==> config.mk <==
export PLATFORM = sky130hd
export DESIGN_NAME = execute_cycle
export DESIGN_NICKNAME = d
export VERILOG_FILES = /design/src/rtl/execute_cycle.sv
export SDC_FILE = /design/constraint.sdc
export NUM_CORES = 1
export LEC_CHECK = 0
export CORE_ASPECT_RATIO = 0.9
export CORE_MARGIN = 2
export CORE_UTILIZATION = 35
export CTS_BUF_LIST = sky130_fd_sc_hd__clkbuf_4
export DETAILED_ROUTE_END_ITERATION = 10
export GPL_TIMING_DRIVEN = 0
export PLACE_DENSITY = 0.63
export SLEW_MARGIN = 20
export SYNTH_ARGS = -nofsm -noshare
export SYNTH_HDL_FRONTEND = slang
export SYNTH_SLANG_ARGS = --single-unit
==> constraint.sdc <==
create_clock -name clk -period 13.35 [get_ports clk]
set_clock_uncertainty 0.15 [all_clocks]
set_input_delay 2.0025 -clock clk [delete_from_list [all_inputs] [get_ports clk]]
set_output_delay 2.0025 -clock clk [all_outputs]
set_load 0.02 [all_outputs]
==> src/rtl/execute_cycle.sv <==
// execute_cycle: EX stage of a 5-stage RV32 pipeline plus the EX/MEM register.
// Selects forwarded operands, runs the ALU, resolves beq/jal redirects
// combinationally and registers the results for the MEM stage.
// Optional feature: define EX_FORWARD_EN to honour forwardAE/forwardBE;
// without it operands come straight from rd1E/rd2E and the forward ports are ignored.
module execute_cycle (
    input  logic        clk,
    input  logic        rst,
    input  logic        regwriteE,
    input  logic [1:0]  resultsrcE,
    input  logic        memwriteE,
    input  logic        branchE,
    input  logic        jumpE,
    input  logic [2:0]  alucontrolE,
    input  logic        alusrcE,
    input  logic [31:0] rd1E,
    input  logic [31:0] rd2E,
    input  logic [31:0] pcE,
    input  logic [31:0] immextE,
    input  logic [31:0] pcplus4E,
    input  logic [4:0]  rdE,
    input  logic [1:0]  forwardAE,
    input  logic [1:0]  forwardBE,
    input  logic [31:0] resultW,
    output logic        pcsrcE,
    output logic [31:0] pctargetE,
    output logic        regwriteM,
    output logic [1:0]  resultsrcM,
    output logic        memwriteM,
    output logic [31:0] aluresultM,
    output logic [31:0] writedataM,
    output logic [4:0]  rdM,
    output logic [31:0] pcplus4M
);

    logic [31:0] w_srca;
    logic [31:0] w_writedata;
    logic [31:0] w_srcb;
    logic [31:0] w_aluresult;
    logic        w_zero;

    logic        r_regwrite;
    logic [1:0]  r_resultsrc;
    logic        r_memwrite;
    logic [31:0] r_aluresult;
    logic [31:0] r_writedata;
    logic [4:0]  r_rd;
    logic [31:0] r_pcplus4;

`ifdef EX_FORWARD_EN
    // Operand forwarding: 10 takes our own registered ALU result so dependent
    // back-to-back ALU ops need no bubble; 11 falls back to the register value.
    always_comb begin
        w_srca      = rd1E;
        w_writedata = rd2E;
        case (forwardAE)
            2'b01:   w_srca = resultW;
            2'b10:   w_srca = r_aluresult;
            default: w_srca = rd1E;
        endcase
        case (forwardBE)
            2'b01:   w_writedata = resultW;
            2'b10:   w_writedata = r_aluresult;
            default: w_writedata = rd2E;
        endcase
    end
`else
    logic w_unused_fwd;
    assign w_unused_fwd = ^{forwardAE, forwardBE, resultW};

    // Forwarding disabled: operands come directly from the register file reads.
    always_comb begin
        w_srca      = rd1E;
        w_writedata = rd2E;
    end
`endif

    // Operand B mux; store data stays the register operand regardless of alusrcE.
    always_comb begin
        w_srcb = alusrcE ? immextE : w_writedata;
    end

    // ALU: add, sub, and, or, signed set-less-than; undefined codes yield 0.
    always_comb begin
        w_aluresult = 32'h0;
        case (alucontrolE)
            3'b000:  w_aluresult = w_srca + w_srcb;
            3'b001:  w_aluresult = w_srca - w_srcb;
            3'b010:  w_aluresult = w_srca & w_srcb;
            3'b011:  w_aluresult = w_srca | w_srcb;
            3'b101:  w_aluresult = ($signed(w_srca) < $signed(w_srcb)) ? 32'h1 : 32'h0;
            default: w_aluresult = 32'h0;
        endcase
    end

    // Branch/jump resolution; purely combinational so reset never touches it.
    always_comb begin
        w_zero    = (w_aluresult == 32'h0);
        pcsrcE    = (branchE & w_zero) | jumpE;
        pctargetE = pcE + immextE;
    end

    // EX/MEM register: no stall, reset inserts a NOP bubble.
    always_ff @(posedge clk) begin
        if (rst) begin
            r_regwrite  <= 1'b0;
            r_resultsrc <= 2'b00;
            r_memwrite  <= 1'b0;
            r_aluresult <= 32'h0;
            r_writedata <= 32'h0;
            r_rd        <= 5'h0;
            r_pcplus4   <= 32'h0;
        end else begin
            r_regwrite  <= regwriteE;
            r_resultsrc <= resultsrcE;
            r_memwrite  <= memwriteE;
            r_aluresult <= w_aluresult;
            r_writedata <= w_writedata;
            r_rd        <= rdE;
            r_pcplus4   <= pcplus4E;
        end
    end

    assign regwriteM  = r_regwrite;
    assign resultsrcM = r_resultsrc;
    assign memwriteM  = r_memwrite;
    assign aluresultM = r_aluresult;
    assign writedataM = r_writedata;
    assign rdM        = r_rd;
    assign pcplus4M   = r_pcplus4;

endmodule

-- Word-level counts from Yosys, hierarchy flattened
Cells that the tools add are included.
- input port bits: 213
- flip-flop bits (word level): 105
- output and inout port bits: 138
- word-level logic and storage cells: 24
- reduce and logical (&&, ||, !) cells: 2
- muxes and demuxes: 3
- bitwise gates (word level): 4
- add/subtract/negate cells: 3
- equality and inequality tests: 4
- $lt $le $gt $ge: 1
- operator list (operator ; count):
    $pmux 32 s5 ; 1
    $add 32x32->32 ; 2
    $and 32x32->32 ; 1
    $logic_not 32->1 ; 1
    $lt 32x32->1 ; 1
    $mux 32 ; 1
    $or 32x32->32 ; 1
    $sub 32x32->32 ; 1
    $eq 3x2->1 const B ; 2
    $eq 3x1->1 const B ; 1
    $eq 3x3->1 const B ; 1
    $logic_not 3->1 ; 1
    $and 1x1->1 ; 1
    $mux 1 ; 1
    $or 1x1->1 ; 1

-- Logic depth before layout (Yosys ltp)
Gate-level depths: netlist (run 1).
- depth in word-level cells: 7
- gate-level depth with buffers: 17
- mapped depth without buffers: 16

-- Worst setup path before layout (run 1)
OpenSTA, ideal clock, no wires.
- path type: input to output
- from: input alusrcE
- to: output pcsrcE
- slack: 5.565 ns
- cell stages on the path: 16
- data arrival time: 5.633 ns
- data required time: 11.198 ns
- path through: clkbuf_1 > buf_1 > mux2i_1 > inv_1 > fa_1 > xnor2_1 > mux4_2 > nor2_1 > nor4b_1 > o2111ai_1 > nor4b_1 > nand4_1 > nor4_2 > nand4_1 > nor4_1 > a31o_1
- cells in the longest elaborated chain, start to end: 7
- elaborated cells between the ends (all ways): 11
- RTL lines (what ; line ; RTL):
    from (decl) ; 15 ; input logic alusrcE,
    $mux 32 * ; 80 ; w_srcb = alusrcE ? immextE : w_writedata;
    $lt 32x32->1 ; 91 ; 3'b101: w_aluresult = ($signed(w_srca) < $signed(w_srcb)) ? 32'h1 : 32'h0;
    $mux 1 ; 91 ;
    $pmux 32 s5 * ; 86 ; case (alucontrolE)
    $logic_not 32->1 * ; 98 ; w_zero = (w_aluresult == 32'h0);
    $and 1x1->1 * ; 99 ; pcsrcE = (branchE & w_zero) | jumpE;
    $or 1x1->1 * ; 99 ;
    to (decl) ; 25 ; output logic pcsrcE,
Every way passes the cells marked *; elsewhere a longest branch is shown, timed or not.

-- Worst setup path in the final report (run 1)
Same ends and word-level chain as after synthesis.

==> summary.txt, run 1 <==
Outcome: finished, final reports clean
Via count: 10,100
DRC: 0
CTS max path bufs: 2
Detailed placer's ending HPWL: 30,000 µm
Post-CTS Setup Bufs: 0
RSZ-0062 raised after global routing: false
CP Class: input port to primary output
Clock transition at path regs: 180 ps
Routed wire length per instance: 19.4 µm
Maxcap violations: 0
Worst Max-Slew Pin Slew: 1170 ps
Initial antenna violation count: 1
Syn_nets: 1,561
DRT Wirelength: 36,800 µm
Min Tclk post-route: 9830 ps
Post-route ant nets: 0
Final non-filler cell total: 1,901
Leak: 5.71 nW
CTS tree: yes
Initial DRT Pass Iterations: 5
Final Power: 1.10 mW
Netlist cell types: 102
Port buffer count: 312
Worst-path maximum fanout: 10
CTS buffer count: 9
Max VDD drop: 0.0423 mV
P&R area growth vs syn: 38.0%
DIE WIDTH: 180 µm
Starting Density: 35.9%
Core area: 27,200 µm²
WL met3: 3300 µm
FF+latch count, synth: 105
Placed insts: 1,884
Most frequent cells in the layout: 312 x clkdlybuf4s50_1, 127 x ha_1, 105 x dfxtp_1
Largest net degree at the start of global routing: 20
CTS resizes: 0
Die area: 29,200 µm²
GR Util All Layers: 24.8%
CTS Sinks: 105
# IOs: 351
First-pass GRT wire length: 56,700 µm
M1 WL: 16,600 µm
Hold Path Depth: 2
Max frequency: 0.102 GHz
Post-synth design cell area: 9740 µm²
Startpoint types: input port
DP Area: 13,300 µm²
Final Core Density: 49.5%
Arrival @ worst endpoint: 7680 ps
Routability cong.: 0.975
Cts hold-fix bufs: 0
Final Hold Viols: 0
Sequential area share after synthesis: 21.6%
Die height: 162 µm
Synth Area per Inst: 8.00 µm²
Grt ovf: 0
Pins Over Slew Limit: 0
Hold Path Class: input port to flop
WP data required: 11,200 ps
Worst slew margin: 22.2%
FILL cells: 2,700
Yosys warning count: 0
Power Dens Cells: 81.6 nW/µm²
Routed wl met2: 16,000 µm
Final setup vio count: 0
Post-synthesis cell count: 1,218
Share of layout cells above drive strength 1: 6.27%
Max Used Layer: met4
Final period util: 73.6%
Post-synth EDFFs: 0
# rows: 57
H-Tree Depth: 3
Top_reg_cell synth: dfxtp_1
TNS Setup: 0 ps
Nets: 1,884
Multi-input logic area: 6940 µm²
Via density: 5.34
Design area: 13,400 µm²
Vias in the first global route: 9,920
FFs w/ async S/R, synth: 0%
Sequential Area: 2100 µm²
Setup crit end kind: primary output
Most common cell after layout, fill and taps aside: clkdlybuf4s50_1
DR iter-0 viols: 850
Root Buffer: clkbuf_4
==> registers in the layout, summed over array words and instances, names as in the netlist <==
| register | count |
|---|---|
| aluresultM | 32 |
| memwriteM | 1 |
| pcplus4M | 32 |
| rdM | 5 |
| writedataM | 32 |
| resultsrcM | 2 |
| regwriteM | 1 |
==> layout make-up <==
class                   instances  share of cell area [%]
multi-input cells             945                    51.6
repair buffers                312                    23.2
flip-flops and latches        105                    15.6
well taps                     354                    3.29
inverters                     109                    3.04
plain buffers                  59                    2.21
clock buffers                  10                   0.558
clock inverters                 6                   0.447
diodes                          1                  0.0186
==> report_power, final <==
| group | switching [mW] | total [mW] | internal [mW] | leakage, nW |
|---|---|---|---|---|
| Clock | 0.131 | 0.175 | 0.0444 | 0.0743 |
| Sequential | 0.00511 | 0.338 | 0.333 | 0.871 |
| Combinational | 0.326 | 0.584 | 0.258 | 4.76 |
| Total | 0.462 | 1.10 | 0.635 | 5.71 |
==> critical path, stage by stage <==
cell	delay (ps)
clkbuf_1	310
buf_1	870
mux2i_1	420
inv_1	80
ha_1	240
o21ai_0	490
a21oi_1	200
nor4b_1	490
o2111ai_1	210
nor4b_1	450
nand4_1	200
nor4_2	250
nand4_1	190
nor4_1	430
a31o_1	220
clkdlybuf4s50_1	630
==> metrics by stage <==
stage,setup slack (ps),hold slack [ps]
after global placement,3540,2240
after detailed placement,3640,2260
after global routing,3210,1700
final,3520,1710
after CTS,3620,1670
after floorplan,5560,1980
==> cell usage after synthesis, types with 12 or more instances <==
library cell | instances | area share (%)
a211oi_1 | 22 | 1.7
a21o_1 | 23 | 1.8
a21oi_1 | 94 | 4.8
buf_2 | 17 | 0.87
clkbuf_1 | 24 | 0.92
dfxtp_1 | 105 | 22
ha_1 | 127 | 16
inv_1 | 102 | 3.9
mux2i_1 | 38 | 3.9
nand2_1 | 62 | 2.4
nand2b_1 | 15 | 0.96
nand3_1 | 25 | 1.3
nand4_1 | 12 | 0.77
nor2_1 | 92 | 3.5
nor2b_1 | 94 | 6.0
nor3_1 | 34 | 1.7
o211ai_1 | 15 | 1.2
o21a_1 | 13 | 1.0
o21ai_0 | 46 | 2.4
o21ai_1 | 14 | 0.72
o21bai_1 | 12 | 0.92
xnor2_1 | 38 | 3.4
==> per-layer routing <==
layer / GRT usage, % / vias to the layer above
li1: - / 4952
met5: 0 / -
met4: 6.73 / 0
met1: 33.7 / 4638
met2: 39.3 / 492
met3: 5.81 / 67
==> worst paths after layout <==
kind / from / endpoint / slack (ps)
setup / recovery: alusrcE / pcsrcE / 3520
hold / removal: rst / pcplus4M[4]$_SDFF_PP0_ / 1710
==> kinds of logic (layout without fill, tap and decap cells) <==
kind of cell	count (synthesis)	in the layout	share of synthesized area [%]
AO/OA/AOI/OAI	336	336	24.4
XOR/XNOR	47	47	4.23
adder cells (fa/ha/maj)	130	130	16.9
buffers and inverters	168	496	7.23
flip-flops	105	105	21.6
multiplexers	43	43	4.64
other	0	1	0
AND/OR/NAND/NOR	389	389	21.0
Power figures use the tool's default switching activity.
==> run 2: changes to the inputs <==
--- a/config.mk
+++ b/config.mk
@@ -11,7 +11,7 @@
 export CTS_BUF_LIST = sky130_fd_sc_hd__clkbuf_4
 export DETAILED_ROUTE_END_ITERATION = 10
 export GPL_TIMING_DRIVEN = 0
-export PLACE_DENSITY = 0.63
+export PLACE_DENSITY = 0.66
 export SLEW_MARGIN = 20
 export SYNTH_ARGS = -nofsm -noshare
 export SYNTH_HDL_FRONTEND = slang
==> constraint.sdc (replaced) <==
create_clock -name clk -period 8.9 [get_ports clk]
set_clock_uncertainty 0.15 [all_clocks]
set_input_delay 1.335 -clock clk [delete_from_list [all_inputs] [get_ports clk]]
set_output_delay 1.335 -clock clk [all_outputs]
set_load 0.02 [all_outputs]
==> run 2 against run 1 <==
Compared with the run above:
- clock power rose by 59%
- setup slack got worse by 3100 ps
- worst hold slack got worse by 670 ps
- first-iteration DRC count fell by 18%
- final cell count rose by 0.11%
- via count rose by 1.1%
- sequential share of layout area barely moved
- core utilization rose by 0.069 points
- critical path type unchanged
==> summary.txt, run 2 (same netlist as run 1, synthesis figures left out) <==
Die height: 162 µm
Via count: 10,300
Maxcap violations: 0
First-pass GRT wire length: 56,200 µm
Most frequent cells in the layout: 312 x clkdlybuf4s50_1, 127 x ha_1, 105 x dfxtp_1
Most common cell after layout, fill and taps aside: clkdlybuf4s50_1
Clock transition at path regs: 190 ps
Worst hold slack: 1040 ps
Vias in the first global route: 9,942
CTS resizes: 0
Routed wire length per instance: 19.5 µm
Power Dens Cells: 123 nW/µm²
DIE WIDTH: 180 µm
Arrival @ worst endpoint: 7020 ps
Setup crit end kind: primary output
GR Util All Layers: 24.5%
Share of layout cells above drive strength 1: 6.34%
Crit-path slowest cell: buf_1
Outcome: finished, final reports clean
Most frequent CP cell: a21oi_1
RSZ-0062 raised after global routing: false
Largest net degree at the start of global routing: 22
Worst Max-Slew Pin Slew: 1140 ps
DRC: 0
Max frequency: 0.118 GHz
Final period util: 95.6%
Max VDD drop: 0.0643 mV
Starting Density: 35.9%
Final setup margin: 395 ps
Post-CTS Setup Bufs: 0
Detailed placer's ending HPWL: 30,400 µm
CP Class: input port to primary output
Worst slew margin: 24.2%
Final Hold Viols: 0
FILL cells: 2,723
DP Area: 13,300 µm²
Initial DRT Pass Iterations: 5
Via density: 5.39
Bufs and invs on worst path: 4
Hold Path Class: input port to flop
Grt ovf: 0
Root Buffer: clkbuf_4
Max stage delay on crit path: 880 ps
Routability cong.: 0.942
Leak: 5.71 nW
WP data required: 7410 ps
Final setup vio count: 0
CTS tree: yes
Startpoint types: input port
Pins Over Slew Limit: 0
CTS buffer count: 9
Cts hold-fix bufs: 0
DRT Wirelength: 37,000 µm
Post-route ant nets: 0
# rows: 57
Worst-path maximum fanout: 10
CTS Sinks: 105
Die area: 29,200 µm²
Setup WS pre-CTS: 553 ps
DR iter-0 viols: 695
Port buffer count: 312
CTS max path bufs: 2
P&R area growth vs syn: 38.2%
Nets: 1,884
Core area: 27,200 µm²
Top delay family on crit path: compound AO/OA/AOI/OAI gates
Critical path, cell by cell: clkbuf_1 > buf_1 > mux2i_1 > ha_1 > buf_6 > or2_0 > a2111oi_2 > o21a_2 > o21ai_2 > o41ai_2 > a21oi_1 > xnor2_1 > a21oi_1 > o2111ai_1 > nor4_1 > a31o_1 > clkdlybuf4s50_1
Min Tclk post-route: 8500 ps
TNS Setup: 0 ps
H-Tree Depth: 3
# IOs: 351
Design area: 13,500 µm²
Initial antenna violation count: 3
-- run 2: cell count changes in the layout (fill, tap and decap cells not counted), sizes merged --
cell / delta
diode: +2
clkinv: -1
clkbuf: -1
inv: +1
clkinvlp: +1
-- run 2: worst paths after layout --
path | from | endpoint | cells past startpoint | slack, ps
min | rst | rdM[4]$_SDFF_PP0_ | 2 | 1040
max | alusrcE | pcsrcE | 17 | 400
-- run 2: power breakdown --
part | leakage, nW | switching (mW) | internal, mW | total (mW)
clock network | 0.0761 | 0.210 | 0.0675 | 0.278
registers | 0.871 | 0.00761 | 0.500 | 0.507
logic | 4.77 | 0.491 | 0.387 | 0.878
-- run 2: through the flow --
step / instances / util [%] / power [mW]
2_1_floorplan: 1218 / - / 1.03
3_3_place_gp: 1884 / 49.0 / 1.38
3_5_place_dp: 1884 / 49.0 / 1.38
4_1_cts: 1900 / 49.5 / 1.67
5_1_grt: 1902 / 49.5 / 1.76
6_report: 1903 / 49.6 / 1.66
-- run 2: final cells by class --
cell class	instances	area (µm²)	area share [%]
plain buffers	59	298	2.21
multi-input cells	945	6940	51.5
repair buffers	312	3120	23.2
diodes	3	7.51	0.0558
flip-flops and latches	105	2100	15.6
well taps	354	443	3.29
clock inverters	7	80.1	0.595
clock buffers	9	67.6	0.502
inverters	109	409	3.04
-- run 2: routing by layer --
metal	global-route usage (%)	share of wire, %	vias up
li1	-	-	4958
met1	32.3	44	4696
met2	39.1	44	536
met3	6.17	9.1	70
met4	8.61	3.0	2
met5	0	0.032	-
